<file path="src/rtl/seq_edge_pkg.sv">
// Shared types and defaults for the edge-event dispatcher.
package seq_edge_pkg;
    localparam int N_DEF = 8;
    localparam int IDX_W = $clog2(N_DEF);

    typedef enum logic {
        IDLE  = 1'b0,
        DRAIN = 1'b1
    } state_t;
endpackage

</file>
<file path="src/rtl/seq_edge_rr_pick.sv">
// Round-robin pick: lowest set index at or above i_ptr, wrapping to the lowest
// set index below it.
module seq_edge_rr_pick
    import seq_edge_pkg::*;
#(
    parameter int N  = N_DEF,
    parameter int PW = $clog2(N)
) (
    input  logic [N-1:0]  i_vec,
    input  logic [PW-1:0] i_ptr,
    output logic [PW-1:0] o_idx,
    output logic          o_any
);
    logic [PW-1:0] w_pos;

    // Scan offsets from high to low so the smallest offset from i_ptr wins.
    always_comb begin
        o_idx = '0;
        o_any = 1'b0;
        w_pos = '0;
        for (int k = N - 1; k >= 0; k--) begin
            w_pos = i_ptr + PW'(k);
            if (i_vec[w_pos]) begin
                o_idx = w_pos;
                o_any = 1'b1;
            end
        end
    end
endmodule

</file>
<file path="src/rtl/seq_edge_event_dispatch.sv">
// Drains a sticky edge-capture vector into a pending set and dispatches one
// event index per val/rdy handshake in round-robin order.
module seq_edge_event_dispatch
    import seq_edge_pkg::*;
#(
    parameter int N     = N_DEF,
    parameter int CNT_W = 16
) (
    input  logic                 clk,
    input  logic                 reset_n,
    input  logic [N-1:0]         capt,
    output logic                 capt_clear,
    output logic                 ostream_val,
    input  logic                 ostream_rdy,
    output logic [$clog2(N)-1:0] ostream_idx,
    output logic                 busy,
    output logic [CNT_W-1:0]     disp_count
);
    localparam int PW = $clog2(N);

    state_t           r_state;
    state_t           w_state_nxt;
    logic [N-1:0]     r_pending;
    logic [N-1:0]     w_pending_nxt;
    logic [N-1:0]     w_fire_mask;
    logic [PW-1:0]    r_ptr;
    logic [PW-1:0]    r_idx;
    logic [PW-1:0]    w_pick_ptr;
    logic [PW-1:0]    w_pick_idx;
    logic             w_pick_any;
    logic             w_fire;
    logic             w_load_idx;
    logic [CNT_W-1:0] r_count;

    function automatic logic [CNT_W-1:0] sat_inc(input logic [CNT_W-1:0] v);
        return (&v) ? v : v + CNT_W'(1);
    endfunction

    assign w_fire        = ostream_val && ostream_rdy;
    assign w_fire_mask   = w_fire ? (N'(1) << r_idx) : '0;
    assign w_pending_nxt = (r_pending & ~w_fire_mask) | capt;

    // In IDLE the pending set is empty, so w_pending_nxt equals capt.
    assign w_pick_ptr = (r_state == IDLE) ? r_ptr : r_idx + PW'(1);
    assign w_load_idx = (r_state == IDLE) ? (|capt) : (w_fire && w_pick_any);

    seq_edge_rr_pick #(
        .N  (N),
        .PW (PW)
    ) u_pick (
        .i_vec (w_pending_nxt),
        .i_ptr (w_pick_ptr),
        .o_idx (w_pick_idx),
        .o_any (w_pick_any)
    );

    assign capt_clear = reset_n && (|capt);

    always_ff @(posedge clk or negedge reset_n) begin
        if (!reset_n) begin
            r_state <= IDLE;
        end else begin
            r_state <= w_state_nxt;
        end
    end

    always_comb begin
        w_state_nxt = r_state;
        case (r_state)
            IDLE:    if (|capt) w_state_nxt = DRAIN;
            DRAIN:   if (w_fire && !w_pick_any) w_state_nxt = IDLE;
            default: w_state_nxt = IDLE;
        endcase
    end

    always_comb begin
        ostream_val = (r_state == DRAIN);
        busy        = (r_state == DRAIN);
    end

    always_ff @(posedge clk or negedge reset_n) begin
        if (!reset_n) begin
            r_pending <= '0;
            r_ptr     <= '0;
            r_idx     <= '0;
            r_count   <= '0;
        end else begin
            r_pending <= w_pending_nxt;
            if (w_fire) begin
                r_ptr   <= r_idx + PW'(1);
                r_count <= sat_inc(r_count);
            end
            if (w_load_idx) begin
                r_idx <= w_pick_idx;
            end
        end
    end

    assign ostream_idx = r_idx;
    assign disp_count  = r_count;
endmodule

</file>
<file path="config.mk">
export PLATFORM = sky130hd
export DESIGN_NAME = seq_edge_event_dispatch
export DESIGN_NICKNAME = d
export VERILOG_FILES = /design/src/rtl/seq_edge_pkg.sv /design/src/rtl/seq_edge_rr_pick.sv /design/src/rtl/seq_edge_event_dispatch.sv
export SDC_FILE = /design/constraint.sdc
export NUM_CORES = 1
export LEC_CHECK = 0
export CAP_MARGIN = 20
export CORE_MARGIN = 2
export CORE_UTILIZATION = 50
export DETAILED_ROUTE_END_ITERATION = 6
export PLACE_DENSITY_LB_ADDON = 0.2
export SETUP_SLACK_MARGIN = 0.02
export SLEW_MARGIN = 10
export SYNTH_ARGS = -nofsm -noshare
export SYNTH_HDL_FRONTEND = slang
export SYNTH_SLANG_ARGS = --single-unit
</file>
<file path="constraint.sdc">
create_clock -name clk -period 5.6 [get_ports clk]
set_input_delay 1.12 -clock clk [delete_from_list [all_inputs] [get_ports clk]]
set_output_delay 1.12 -clock clk [all_outputs]
set_load 0.05 [all_outputs]
</file>
==> summary.txt <==
Placed design
  – HPWL Detailed: 4.531 mm
  – Gpl congestion: 0.9637
  – Placed cells: ~350
  – Cell Area, Placed: between 2000 and 3000 um2
  – Port Buffer Count: 32
  – Place WS: 1349 ps

Clock network
  – Clk_lat worst skew: roughly 280 ps
  – H-tree depth: 2
  – CTS Buf Count: 5
  – CTS-repair resized insts: 0
  – CTS clk-pin slew, worst paths: approximately 70 ps
  – CTS tree: done
  – Clock Path Buffers: 2
  – Setup bufs post-CTS: 0
  – Hold_buf cts: 0
  – Root buffer cell: clkbuf_8
  – CTS sink cnt: 31

Worst setup path
  – Register-to-Register Setup Slack: 1970 ps
  – Cell mode on critical path: clkdlybuf4s50_1
  – Crit path DAT: 3130 ps
  – Required @ worst endpoint: 4480 ps
  – R2r endpoint: ostream_idx[0]
  – CP Class: input pin to output pin
  – Setup crit end: capt_clear
  – CP max stage delay: roughly 700 ps
  – FF-to-FF path depth: 11
  – Startpoint Class: input pin
  – Crit path depth: 5
  – Critical path startpoint: capt[4]
  – Crit path buffers/inverters: 2
  – Slowest CP cell: clkdlybuf4s50_1
  – Delay-heaviest family, CP: buffers and inverters
  – Worst R2R Start: busy
  – Max FO, Critical Path: 3
  – CP cell instances: clkdlybuf4s50_1, or4_1, nor2_1, nor2b_1, clkdlybuf4s50_1
  – CP Capture Type: output pin

Layout
  – Final std cells w/o fill: between 300 and 400
  – Final-layout fill cell count: between 400 and 500
  – Final Core Density: 59.45%
  – Multi-input gate area: approximately 1600 um2
  – Cell area after layout: ~3000 um2
  – Fin nets: 309
  – Ant. Diodes: 0
  – Area delta synth->final: 15.86%
  – Register area: 775.7 um2
  – Layout cells sized above 1: roughly 17%

Synthesis
  – Syn Area/Cell: between 9 and 10 um2
  – Ys async rst share: 100.0%
  – Post-synth top flop: dfrtp_1
  – Seq/Total Area, Yosys: 29.98%
  – Synthesized flop and latch total: 31
  – Post-synth EDFFs: 0
  – Mapped Cells: 259
  – Unique cell type count in the Yosys netlist: 61
  – Mapped Nets: 279
  – Mapped Area: between 2000 and 3000 um2
  – Synth warn: 0

Floorplanning
  – Total core area: 5042 um2
  – Die height: 75.94 um
  – Initial core utilization: between 50% and 60%
  – Site Rows: 26
  – IO Count: 33
  – Die area: 5766 um2
  – Die Wd: 75.94 um

STA
  – Final Max Tran Viols: 0
  – WHS: roughly 490 ps
  – RSZ-0062 raised after global routing: false
  – Worst setup margin: around 1400 ps
  – Setup TNS: 0 ps
  – Hold Fails Final Rpt: 0
  – Final period util: 75.86%
  – Actual slew at the worst max-slew pin: between 600 and 700 ps
  – Maximum operating frequency: around 240 MHz
  – # setup viols final: 0
  – Clock skew: roughly 6.8 ps
  – Tmin final: 4248 ps
  – Headroom to the max-slew limit: 58.38%

Global routing
  – GRT busiest layer: met2
  – Total grt overflow: 0
  – Met3 Use GR: under 10%
  – First-pass GRT wire length: just over 10 mm
  – Antenna violations before repair: 0
  – Largest net degree at the start of global routing: 32
  – Met2 Usage GRT: between 30% and 40%
  – Total GRT Usage: 21.80%
  – Met1 Usage GRT: between 20% and 30%
  – Vias in the first global route: 2,082

Detailed routing
  – Iteration-0 DRC Markers: 146
  – ANT nets after route: 0
  – DR DRC count: 0
  – Iteration count of the initial detailed-routing pass: 4
  – Avg WL per Cell: 17.10 um
  – Vias per cell: 5.781
  – Detailed Route WL: 6.157 mm
  – DR vias: 2,081

Power
  – Power Density: 685.9 nW/um2
  – LEAKAGE: around 1.2 nW
  – Total power: 2.056 mW
  – IR drop worst, VDD: 0.3747 mV

Run
  – Max Cap Viol: 0

Hold path
  – Tightest Hold Check Type: register to register

Run status
  – Run status: finished clean
==> power breakdown <==
group	switching [mW]	total [mW]	internal [mW]
registers	0.0643	0.346	0.282
clock network	0.0844	0.171	0.0867
logic	0.931	1.54	0.608
==> flip-flops by register name (all words and copies together) (netlist names) <==
register     count
r_ptr            3
r_pending        8
busy             1
disp_count      16
ostream_idx      3
==> layer usage <==
metal	part of all wire [%]	wire length [um]
met1	45	2752
met2	50	3062
met3	5.2	320
met4	0.36	22
met5	0	0
==> cells by family after synthesis <==
group / synth area share (%)
AO/OA/AOI/OAI: 16.01
multiplexers: 17.65
buffers and inverters: 6.383
AND/OR/NAND/NOR: 17.94
XOR/XNOR: 7.689
adder cells (fa/ha/maj): 4.352
flip-flops: 29.98
==> worst register-to-register path, delay by kind of cell (launching register included) <==
family                     cells  cell delay, ps
buffers and inverters          2             520
AOI/OAI and AO/OA              2             870
muxes                          2             530
adders and majority gates      1             600
and+or+nand+nor                4             680
DFF                            1             360
==> layout make-up <==
| cell class | instances | area share, % |
|---|---|---|
| inverter | 16 | 2.254 |
| sequential | 31 | 25.88 |
| tap | 70 | 2.922 |
| clock inverter | 2 | 0.4174 |
| timing repair buffer | 34 | 11.19 |
| multi-input combinational | 201 | 54.92 |
| clock buffer | 6 | 2.421 |
==> cell usage in the layout (no fill, tap or decap), types with 2 or more instances in the layout <==
| cell | count |
|---|---|
| xnor2_2 | 2 |
| mux2_2 | 6 |
| mux2i_2 | 2 |
| mux2i_1 | 20 |
| a211oi_1 | 2 |
| a21oi_2 | 4 |
| xnor2_1 | 14 |
| o21ai_0 | 7 |
| nor3_2 | 2 |
| nor3_1 | 4 |
| xor2_1 | 5 |
| nand4_2 | 2 |
| inv_1 | 14 |
| buf_4 | 2 |
| a311oi_1 | 2 |
| nand4_1 | 7 |
| o22ai_1 | 5 |
| a21o_1 | 4 |
| or4_1 | 2 |
| nand3_1 | 8 |
| o211a_1 | 2 |
| nor2_1 | 21 |
| nand4b_1 | 2 |
| nand2b_1 | 2 |
| nand2_1 | 23 |
| clkbuf_8 | 5 |
| nand3_2 | 2 |
| ha_1 | 9 |
| a21oi_1 | 6 |
| dfrtp_1 | 31 |
| or3_1 | 2 |
| mux4_2 | 6 |
| a21oi_4 | 5 |
| and3_1 | 2 |
| clkdlybuf4s50_1 | 32 |
==> synth_stat cells (3+ instances only) <==
cell type  count  area, um2
a21o_1         4      30.03
a21oi_1        6      30.03
a21oi_2        4      35.03
a21oi_4        5      81.33
buf_4          3      22.52
dfrtp_1       31      775.7
ha_1           9      112.6
inv_1         14      52.55
mux2_2         6      67.56
mux2i_1       20      200.2
mux4_2         6      135.1
nand2_1       23      86.33
nand3_1        8      40.04
nand4_1        7      43.79
nor2_1        21      78.83
nor3_1         4      20.02
o21ai_0        7      35.03
o22ai_1        5      31.28
xnor2_1       14      122.6
xor2_1         5      43.79
==> worst min-delay path by stage <==
stage               cells past startpoint      from        to
floorplan                               2  r_ptr[0]  r_ptr[0]
global placement                        2  r_ptr[2]  r_ptr[2]
detailed placement                      2  r_ptr[2]  r_ptr[2]
CTS                                     2  r_ptr[2]  r_ptr[2]
global route                            2  r_ptr[2]  r_ptr[2]
finish                                  2  r_ptr[2]  r_ptr[2]
Power figures use the tool's default switching activity.
